File: config.mk
export PLATFORM = sky130hd
export DESIGN_NAME = alu_seq_unit
export DESIGN_NICKNAME = d
export VERILOG_FILES = /design/src/rtl/alu_seq_unit.sv
export SDC_FILE = /design/constraint.sdc
export NUM_CORES = 2
export LEC_CHECK = 0
export CAP_MARGIN = 30
export CORE_UTILIZATION = 45
export DETAILED_ROUTE_END_ITERATION = 10
export DONT_BUFFER_PORTS = 1
export GPL_TIMING_DRIVEN = 0
export PLACE_DENSITY = 0.66
export SYNTH_ARGS = -nofsm -noshare
export SYNTH_HDL_FRONTEND = slang
export SYNTH_SLANG_ARGS = --single-unit
File: constraint.sdc
create_clock -name clk -period 7.2 [get_ports clk]
set_input_delay 0.72 -clock clk [delete_from_list [all_inputs] [get_ports clk]]
set_output_delay 0.72 -clock clk [all_outputs]
set_load 0.05 [all_outputs]
File: src/rtl/alu_seq_unit.sv
// Sequential RV32I ALU with optional M extension: decodes aluop/funct3/funct7,
// executes single-cycle base ops or an iterative mul/div, and returns a registered result.
module alu_seq_unit #(
    parameter int XLEN     = 32,
    parameter bit ENABLE_M = 1'b1,
    parameter int SHW      = $clog2(XLEN)
) (
    input  logic            clk,
    input  logic            rst,
    input  logic            in_valid,
    output logic            in_ready,
    input  logic [1:0]      aluop,
    input  logic [2:0]      funct3,
    input  logic [6:0]      funct7,
    input  logic [XLEN-1:0] op_a,
    input  logic [XLEN-1:0] op_b,
    output logic            out_valid,
    input  logic            out_ready,
    output logic [XLEN-1:0] result,
    output logic            zero,
    output logic [4:0]      alu_control,
    output logic            busy
);

    localparam logic [4:0] C_ADD    = 5'd0;
    localparam logic [4:0] C_SUB    = 5'd1;
    localparam logic [4:0] C_AND    = 5'd2;
    localparam logic [4:0] C_OR     = 5'd3;
    localparam logic [4:0] C_XOR    = 5'd4;
    localparam logic [4:0] C_SLT    = 5'd5;
    localparam logic [4:0] C_SLTU   = 5'd6;
    localparam logic [4:0] C_SLL    = 5'd7;
    localparam logic [4:0] C_SRL    = 5'd8;
    localparam logic [4:0] C_SRA    = 5'd9;
    localparam logic [4:0] C_MUL    = 5'd10;
    localparam logic [4:0] C_MULH   = 5'd11;
    localparam logic [4:0] C_MULHSU = 5'd12;
    localparam logic [4:0] C_MULHU  = 5'd13;
    localparam logic [4:0] C_DIV    = 5'd14;
    localparam logic [4:0] C_DIVU   = 5'd15;
    localparam logic [4:0] C_REM    = 5'd16;
    localparam logic [4:0] C_REMU   = 5'd17;

    localparam logic [XLEN-1:0] XMIN = {1'b1, {(XLEN-1){1'b0}}};

    typedef enum logic [1:0] {IDLE, CALC, DONE} state_t;

    state_t            state_reg, state_next;
    logic              accept;
    logic [4:0]        dec_code;
    logic              dec_is_m;
    logic [XLEN-1:0]   base_res;
    logic [SHW-1:0]    shamt;

    logic [4:0]        ctrl_reg;
    logic [XLEN-1:0]   result_reg;
    logic              zero_reg;
    logic [XLEN-1:0]   a_reg, b_reg;
    logic [XLEN-1:0]   hi_reg, lo_reg, opnd_reg;
    logic [SHW-1:0]    cnt_reg;
    logic              neg_reg, neg_r_reg, is_div_reg;

    // ---------------- decode ----------------
    always_comb begin
        dec_code = C_ADD;
        case (aluop)
            2'b00: dec_code = C_ADD;
            2'b01: dec_code = C_SUB;
            default: begin
                case (funct3)
                    3'b000:  dec_code = (aluop == 2'b10 && funct7[5]) ? C_SUB : C_ADD;
                    3'b001:  dec_code = C_SLL;
                    3'b010:  dec_code = C_SLT;
                    3'b011:  dec_code = C_SLTU;
                    3'b100:  dec_code = C_XOR;
                    3'b101:  dec_code = funct7[5] ? C_SRA : C_SRL;
                    3'b110:  dec_code = C_OR;
                    default: dec_code = C_AND;
                endcase
                if (ENABLE_M && aluop == 2'b10 && funct7 == 7'b0000001)
                    dec_code = C_MUL + {2'b00, funct3};
            end
        endcase
    end

    assign dec_is_m = (dec_code >= C_MUL);
    assign shamt    = op_b[SHW-1:0];

    // ---------------- single-cycle ops ----------------
    always_comb begin
        base_res = '0;
        case (dec_code)
            C_ADD:  base_res = op_a + op_b;
            C_SUB:  base_res = op_a - op_b;
            C_AND:  base_res = op_a & op_b;
            C_OR:   base_res = op_a | op_b;
            C_XOR:  base_res = op_a ^ op_b;
            C_SLT:  base_res = {{(XLEN-1){1'b0}}, $signed(op_a) < $signed(op_b)};
            C_SLTU: base_res = {{(XLEN-1){1'b0}}, op_a < op_b};
            C_SLL:  base_res = op_a << shamt;
            C_SRL:  base_res = op_a >> shamt;
            C_SRA:  base_res = $signed(op_a) >>> shamt;
            default: base_res = '0;
        endcase
    end

    // ---------------- iterative operand setup ----------------
    logic            sgn_a, sgn_b, a_neg, b_neg, in_is_div;
    logic [XLEN-1:0] a_mag, b_mag;

    assign sgn_a     = (dec_code == C_MUL) || (dec_code == C_MULH) || (dec_code == C_MULHSU) ||
                       (dec_code == C_DIV) || (dec_code == C_REM);
    assign sgn_b     = (dec_code == C_MUL) || (dec_code == C_MULH) ||
                       (dec_code == C_DIV) || (dec_code == C_REM);
    assign a_neg     = sgn_a & op_a[XLEN-1];
    assign b_neg     = sgn_b & op_b[XLEN-1];
    assign a_mag     = a_neg ? (~op_a + 1'b1) : op_a;
    assign b_mag     = b_neg ? (~op_b + 1'b1) : op_b;
    assign in_is_div = (dec_code >= C_DIV);

    // ---------------- one mul/div iteration ----------------
    logic [XLEN:0]   madd, trial, diff;
    logic            ge;
    logic [XLEN-1:0] hi_n, lo_n;

    assign madd  = {1'b0, hi_reg} + (lo_reg[0] ? {1'b0, opnd_reg} : {(XLEN+1){1'b0}});
    assign trial = {hi_reg, lo_reg[XLEN-1]};
    assign diff  = trial - {1'b0, opnd_reg};
    assign ge    = ~diff[XLEN];
    assign hi_n  = is_div_reg ? (ge ? diff[XLEN-1:0] : trial[XLEN-1:0]) : madd[XLEN:1];
    assign lo_n  = is_div_reg ? {lo_reg[XLEN-2:0], ge} : {madd[0], lo_reg[XLEN-1:1]};

    // ---------------- sign fix and special cases ----------------
    logic [2*XLEN-1:0] prod, prod_s;
    logic [XLEN-1:0]   quo_s, rem_s, m_res;
    logic              div_zero, div_ovf;

    assign prod     = {hi_n, lo_n};
    assign prod_s   = neg_reg ? (~prod + 1'b1) : prod;
    assign quo_s    = neg_reg ? (~lo_n + 1'b1) : lo_n;
    assign rem_s    = neg_r_reg ? (~hi_n + 1'b1) : hi_n;
    assign div_zero = (b_reg == '0);
    assign div_ovf  = (a_reg == XMIN) && (b_reg == '1);

    always_comb begin
        m_res = '0;
        case (ctrl_reg)
            C_MUL:                     m_res = prod_s[XLEN-1:0];
            C_MULH, C_MULHSU, C_MULHU: m_res = prod_s[2*XLEN-1:XLEN];
            C_DIV:   m_res = div_zero ? '1   : (div_ovf ? XMIN : quo_s);
            C_DIVU:  m_res = div_zero ? '1   : quo_s;
            C_REM:   m_res = div_zero ? a_reg : (div_ovf ? '0 : rem_s);
            C_REMU:  m_res = div_zero ? a_reg : rem_s;
            default: m_res = '0;
        endcase
    end

    // ---------------- FSM ----------------
    always_ff @(posedge clk) begin
        if (rst) state_reg <= IDLE;
        else     state_reg <= state_next;
    end

    always_comb begin
        state_next = state_reg;
        case (state_reg)
            IDLE: if (accept) state_next = dec_is_m ? CALC : DONE;
            CALC: if (cnt_reg == '0) state_next = DONE;
            DONE: begin
                if (accept)         state_next = dec_is_m ? CALC : DONE;
                else if (out_ready) state_next = IDLE;
            end
            default: state_next = IDLE;
        endcase
    end

    always_comb begin
        in_ready  = (state_reg == IDLE) || (state_reg == DONE && out_ready);
        out_valid = (state_reg == DONE);
        busy      = (state_reg == CALC);
    end

    assign accept = in_valid & in_ready;

    // ---------------- datapath registers ----------------
    always_ff @(posedge clk) begin
        if (rst) begin
            ctrl_reg   <= '0;
            result_reg <= '0;
            zero_reg   <= 1'b1;
            a_reg      <= '0;
            b_reg      <= '0;
            hi_reg     <= '0;
            lo_reg     <= '0;
            opnd_reg   <= '0;
            cnt_reg    <= '0;
            neg_reg    <= 1'b0;
            neg_r_reg  <= 1'b0;
            is_div_reg <= 1'b0;
        end else if (accept) begin
            ctrl_reg   <= dec_code;
            a_reg      <= op_a;
            b_reg      <= op_b;
            hi_reg     <= '0;
            lo_reg     <= in_is_div ? a_mag : b_mag;
            opnd_reg   <= in_is_div ? b_mag : a_mag;
            cnt_reg    <= SHW'(XLEN-1);
            neg_reg    <= a_neg ^ b_neg;
            neg_r_reg  <= a_neg;
            is_div_reg <= in_is_div;
            if (!dec_is_m) begin
                result_reg <= base_res;
                zero_reg   <= (base_res == '0);
            end
        end else if (state_reg == CALC) begin
            hi_reg  <= hi_n;
            lo_reg  <= lo_n;
            cnt_reg <= cnt_reg - 1'b1;
            if (cnt_reg == '0) begin
                result_reg <= m_res;
                zero_reg   <= (m_res == '0);
            end
        end
    end

    assign result      = result_reg;
    assign zero        = zero_reg;
    assign alu_control = ctrl_reg;

endmodule

# Word level (Yosys, flattened, before mapping)
# Index checks and enable logic that the tools add are counted.
[word_totals]
register_bits = 208
word_cells = 150
out_inout_bits = 41
inputBits = 80
[op_classes]
eq_ne = 39
n_mux = 42
bitwise_logic = 13
add_sub_neg = 11
reduce_logical = 25
order_cmp = 4
shift = 3
[op_table]
columns = ["op", "count"]
rows = [
  ["32-bit two-way mux", 22],
  ["32-bit one-hot mux with 10 select lines", 1],
  ["32-bit one-hot mux with 6 select lines", 1],
  ["32-bit by 1-bit adder with 32-bit output (second input constant)", 4],
  ["32-bit inverter", 4],
  ["32-bit zero test", 3],
  ["64-bit by 1-bit adder with 64-bit output (second input constant)", 1],
  ["32-bit equality test (second input constant)", 2],
  ["32-bit less-than comparator", 2],
  ["64-bit two-way mux", 1],
  ["64-bit inverter", 1],
  ["5-bit by 4-bit equality test with 1-bit output (second input constant)", 12],
  ["32-bit by 32-bit adder with 33-bit output", 1],
  ["33-bit by 32-bit subtractor with 33-bit output", 1],
  ["32-bit adder", 1],
  ["32-bit bitwise AND", 1],
  ["32-bit bitwise OR", 1],
  ["32-bit by 5-bit << shifter with 32-bit output", 1],
  ["32-bit by 5-bit >> shifter with 32-bit output", 1],
  ["32-bit by 5-bit >>> shifter with 32-bit output", 1],
  ["32-bit subtractor", 1],
  ["32-bit XOR", 1],
  ["4-bit one-hot mux with 7 select lines", 1],
  ["5-bit by 3-bit equality test with 1-bit output (second input constant)", 4],
  ["32 further kinds", 68],
]

# Depth between registers and ports, before layout
[logic_depth]
word_depth = 15
ltp_mapped = 28
depth_no_buf = 25

# Worst setup path before layout
# OpenSTA, ideal clock, no wires.
[synth_timing]
path_type = "in2reg"
from = "input port op_b[2]"
to = "register zero_reg (netlist: zero)"
required_time_ps = 7126
stages = 22
path_slack_ps = 1366
t_arrival_ps = 5759
path_buffers = 6
cell_sequence = "clkbuf_1 > inv_1 > buf_1 > buf_1 > clkbuf_1 > clkbuf_1 > ha_1 > clkbuf_1 > nor2b_1 > o2111ai_1 > nand3_1 > and3_1 > a31o_2 > a2111oi_0 > o21ai_0 > o41ai_1 > o21bai_1 > a221oi_1 > o22a_1 > nor2b_1 > nand3_1 > a31oi_1"
[synth_between]
elab_chain_len = 5
[synth_rtl]
columns = ["element", "line_no", "text"]
rows = [
  ["start, declared", "16", "input logic [XLEN-1:0] op_b,"],
  ["32-bit subtractor (tied with other cells)", "94", "C_SUB: base_res = op_a - op_b;"],
  ["32-bit one-hot mux with 10 select lines *", "92", "case (dec_code)"],
  ["32-bit zero test *", "213", "zero_reg <= (base_res == '0);"],
  ["1-bit two-way mux *", "211", "if (!dec_is_m) begin"],
  ["1-bit two-way mux *", "200", "end else if (accept) begin"],
  ["end signal, assigned", "213", ""],
  ["end signal, assigned", "221", "zero_reg <= (m_res == '0);"],
  ["end, declared", "57", "logic zero_reg;"],
]
# Every way passes the cells marked *; elsewhere a longest branch is shown, timed or not. The select of a mux whose other input is x is not followed.
# A chain may end at the register's enable or synchronous reset.

# Final worst setup path
[layout_timing]
from = "register is_div_reg"
to = "register zero_reg (netlist: zero)"
[layout_between]
elab_chain_len = 11
[layout_rtl]
columns = ["element", "line_no", "text"]
rows = [
  ["start, declared", "61", "logic neg_reg, neg_r_reg, is_div_reg;"],
  ["start signal, assigned", "210", "is_div_reg <= in_is_div;"],
  ["32-bit two-way mux, on equally long branches", "130, 131", ""],
  ["32-bit inverter, on equally long branches", "141, 140", ""],
  ["32-bit by 1-bit adder with 32-bit output, on equally long branches", "141, 140", ""],
  ["32-bit two-way mux, on equally long branches", "141, 140", ""],
  ["32-bit two-way mux, on equally long branches (2 in series)", "152, 150", ""],
  ["32-bit one-hot mux with 6 select lines *", "147", "case (ctrl_reg)"],
  ["32-bit zero test *", "221", ""],
  ["1-bit two-way mux *", "219", "if (cnt_reg == '0) begin"],
  ["1-bit two-way mux *", "215", "end else if (state_reg == CALC) begin"],
  ["1-bit two-way mux *", "200", ""],
]
# Marks and branches as above.

==> impl_metrics.toml <==
[yosys]
synthFlopType = "dfxtp_1"
syn_inst = 4016
synth.area.top_cells = "dfxtp_1 (15%), ha_1 (7.4%), nand2_1 (7.3%), a21oi_1 (7.3%), nor2_1 (5.0%)"
syn_avg_cell_area_um2 = 7.04
yosysWarnings = 0
seq_area_frac_synth_pct = 14.7
synth-edff-count = 0
async_flop_share_pct = 0
synth_top_area_share_pct = 14.7
yosysUniqueCellTypes = 120
syn_area_um2 = 28300
synth_top_cell_by_area = "dfxtp_1"
synth_fp_nets = 4268
ys_ff_latch = 208

[die]
row_count = 91
io_pins = 121
start_util_pct = 45.7
die_h_um = 253
fp.dieW_um = 253
die_area_um2 = 63800
core_um2 = 61800

[setup_path]
reg2reg_from = "is_div_reg$_SDFFE_PP0P_"
ff2ff_path_depth = 24
worst_ep_arrival_time_ns = 7.69
startpoint_type = "register"
worstPathRequired_ns = 7.72
criticalPathCategory = "register to register"
end_kind = "register"
regToRegEndpoint = "zero$_SDFFE_PP1P_"
regToRegSetupSlack_ns = 0.03
worstPathMaxFanout = 10
crit_path_end = "zero$_SDFFE_PP1P_"
startpoint = "is_div_reg$_SDFFE_PP0P_"

[detailed_routing]
drt-initial-drc-count = 5170
vias = 35400
viasPerCell = 7.14
drc = 0
postRouteWirelength_um = 171000
wl_per_cell_um = 34.4
first_pass_iters = 8
ant_nets = 0

[sta]
finalCriticalPeriod_ns = 7.17
whs_ns = 0.259
postLayoutSetupSlackWorst_ns = 0.0307
skew_ns = 0.0351
post-route-period-util_pct = 99.6
max_slew_margin_pct = 20.8
setup_viol = 0
slew_violations = 0
clock.fmax_ghz = 0.139
worstMarginPinSlew_ns = 1.19
finalHoldViolations = 0

[clocking]
path_clk_slew_ns = 0.06
cts_tree = "yes"
insertion_delay_ns = 0.60
htreeDepth = 1
cts_buffer_depth = 3
cts_buffers = 26
clockRootBuffer = "clkbuf_16"
hold_buffers = 0
cts.sinks = 208

[placement]
portBuffers = 0
dp_slack_ns = -1.27
gp_congestion = 1.12
dp_hpwl_um = 135000
dp.cells = 4877

[cells_and_area]
layout_common_cells = "nand2_1 (553), a21oi_1 (410), nor2_1 (380), clkbuf_1 (232), o21ai_0 (225)"
layout.nets = 4349
drive_gt1_share_pct = 8.57
regArea_um2 = 4170
layout_commonest_cell = "nand2_1"
synthToLayoutAreaGrowth_pct = 9.35
multiInputGateArea_um2 = 22400
fin_cells = 4960
n_fill_cell = 6377

[min_path]
hold_path.class = "input port to register"

[power]
comb_power_share_pct = 38.3
p_int_mw = 2.54
ir_worst_vdd_v = 0.000179
p_leak_nw = 11.5
swShare_pct = 43.1
switchingPower_mw = 1.92
power_frac_clock_pct = 31.2
seq_power_share_pct = 30.5
powerDensity_nw_per_um2 = 144

[grt]
antenna_found_initial = 7
grt_use_total_pct = 52.3
grt-ovfl-total = 0
grt_pass1_wl_um = 241000
grt_max_degree = 20
grt_pass1_vias = 32900

[flow_run]
maxCapViolCount = 0

[status]
outcome = "complete, no violations"
## timing repair
item | CTS | global route
gates resized for setup | 23 | 21
setup endpoints to repair | 21 | 5
setup buffers | 2 | 15
pin swaps | 1 | 9
gates cloned | 0 | 0
## power groups by stage
stage / registers (mW) / clock network (mW) / logic (mW)
floorplan: 1.34 / 0 / 1.01
global placement: 1.38 / 0 / 1.57
detailed placement: 1.38 / 0 / 1.57
CTS: 1.35 / 1.37 / 1.58
global route: 1.36 / 1.41 / 1.76
finish: 1.36 / 1.39 / 1.71
## worst max-delay path: stages, from the launching register on
cell and delay, ns:
dfxtp_1 0.42, buf_4 0.24, buf_4 0.27, buf_2 0.33, clkbuf_4 0.36, buf_4 0.29, buf_4 0.30, buf_4 0.35
buf_6 0.28, mux2i_4 0.36, ha_2 0.26, o211ai_1 0.23, nor4_4 0.30, buf_4 0.20, nand2_1 0.16, nor2_4 0.30
o211ai_1 0.24, o21ai_1 0.22, xnor2_1 0.12, a2111o_1 0.49, nor4_4 0.33, nand4_1 0.18, nor4_2 0.35, nand4_1 0.24
a31oi_1 0.23
## final cells by class
cell class | instances | share of cell area (%)
antenna | 6 | 0.0486
buffer | 303 | 4.20
clock buffer | 35 | 2.38
clock inverter | 13 | 0.470
inverter | 164 | 2.00
multi-input combinational | 3339 | 72.5
sequential | 208 | 13.5
tap | 837 | 3.39
timing repair buffer | 55 | 1.54
## cell families (layout without fill, tap and decap cells)
group / count (synthesis) / count (layout) / share of synthesized area [%]
xor+xnor: 162 / 162 / 5.02
fa+ha+maj: 172 / 172 / 7.72
mux: 169 / 169 / 8.85
buf+inv: 469 / 570 / 6.71
simple gates: 1500 / 1500 / 24.9
other cells: 0 / 6 / 0
compound gates: 1336 / 1336 / 32.1
flops: 208 / 208 / 14.7
## worst min-delay path by stage
stage	startpoint	endpoint	slack, ns	depth (start not counted)
after floorplan	opnd_reg[10]$_SDFFE_PP0P_	opnd_reg[10]$_SDFFE_PP0P_	0.44	2
after global placement	opnd_reg[2]$_SDFFE_PP0P_	opnd_reg[2]$_SDFFE_PP0P_	0.45	2
after detailed placement	opnd_reg[4]$_SDFFE_PP0P_	opnd_reg[4]$_SDFFE_PP0P_	0.46	2
after CTS	op_a[3]	a_reg[3]$_SDFFE_PP0P_	0.26	2
after global routing	op_b[21]	b_reg[21]$_SDFFE_PP0P_	0.27	2
final	op_a[3]	a_reg[3]$_SDFFE_PP0P_	0.26	2
## stage by stage
stage | instance area, um^2 | utilization, % | power, mW | setup TNS [ns]
final | 30900 | 50.0 | 4.46 | 0
after global routing | 30900 | 50.0 | 4.53 | -0.0103
after CTS | 30500 | 49.3 | 4.30 | 0
after detailed placement | 29500 | 47.7 | 2.94 | -16.95
after global placement | 29300 | 47.4 | 2.94 | -32.70
after floorplan | 28300 | - | 2.35 | 0
## cell usage after synthesis, drive strengths merged, types with 50 or more instances
master,number
a21oi,415
nand3,74
clkbuf,230
xor2,50
nand2,556
mux4,63
o211ai,144
and2,53
nor3,116
dfxtp,208
ha,168
inv,160
xnor2,112
a211oi,75
nand4,52
mux2i,90
buf,75
nor2,383
nor4,51
o21ai,247
## metal layers
| metal | routed length, um | GRT usage [%] |
|---|---|---|
| met5 | 30 | 0.154 |
| met4 | 22500 | 55.0 |
| met3 | 19600 | 16.7 |
| met2 | 71500 | 79.0 |
| met1 | 57100 | 56.0 |
Note: power is estimated with default switching activity, not from simulation.
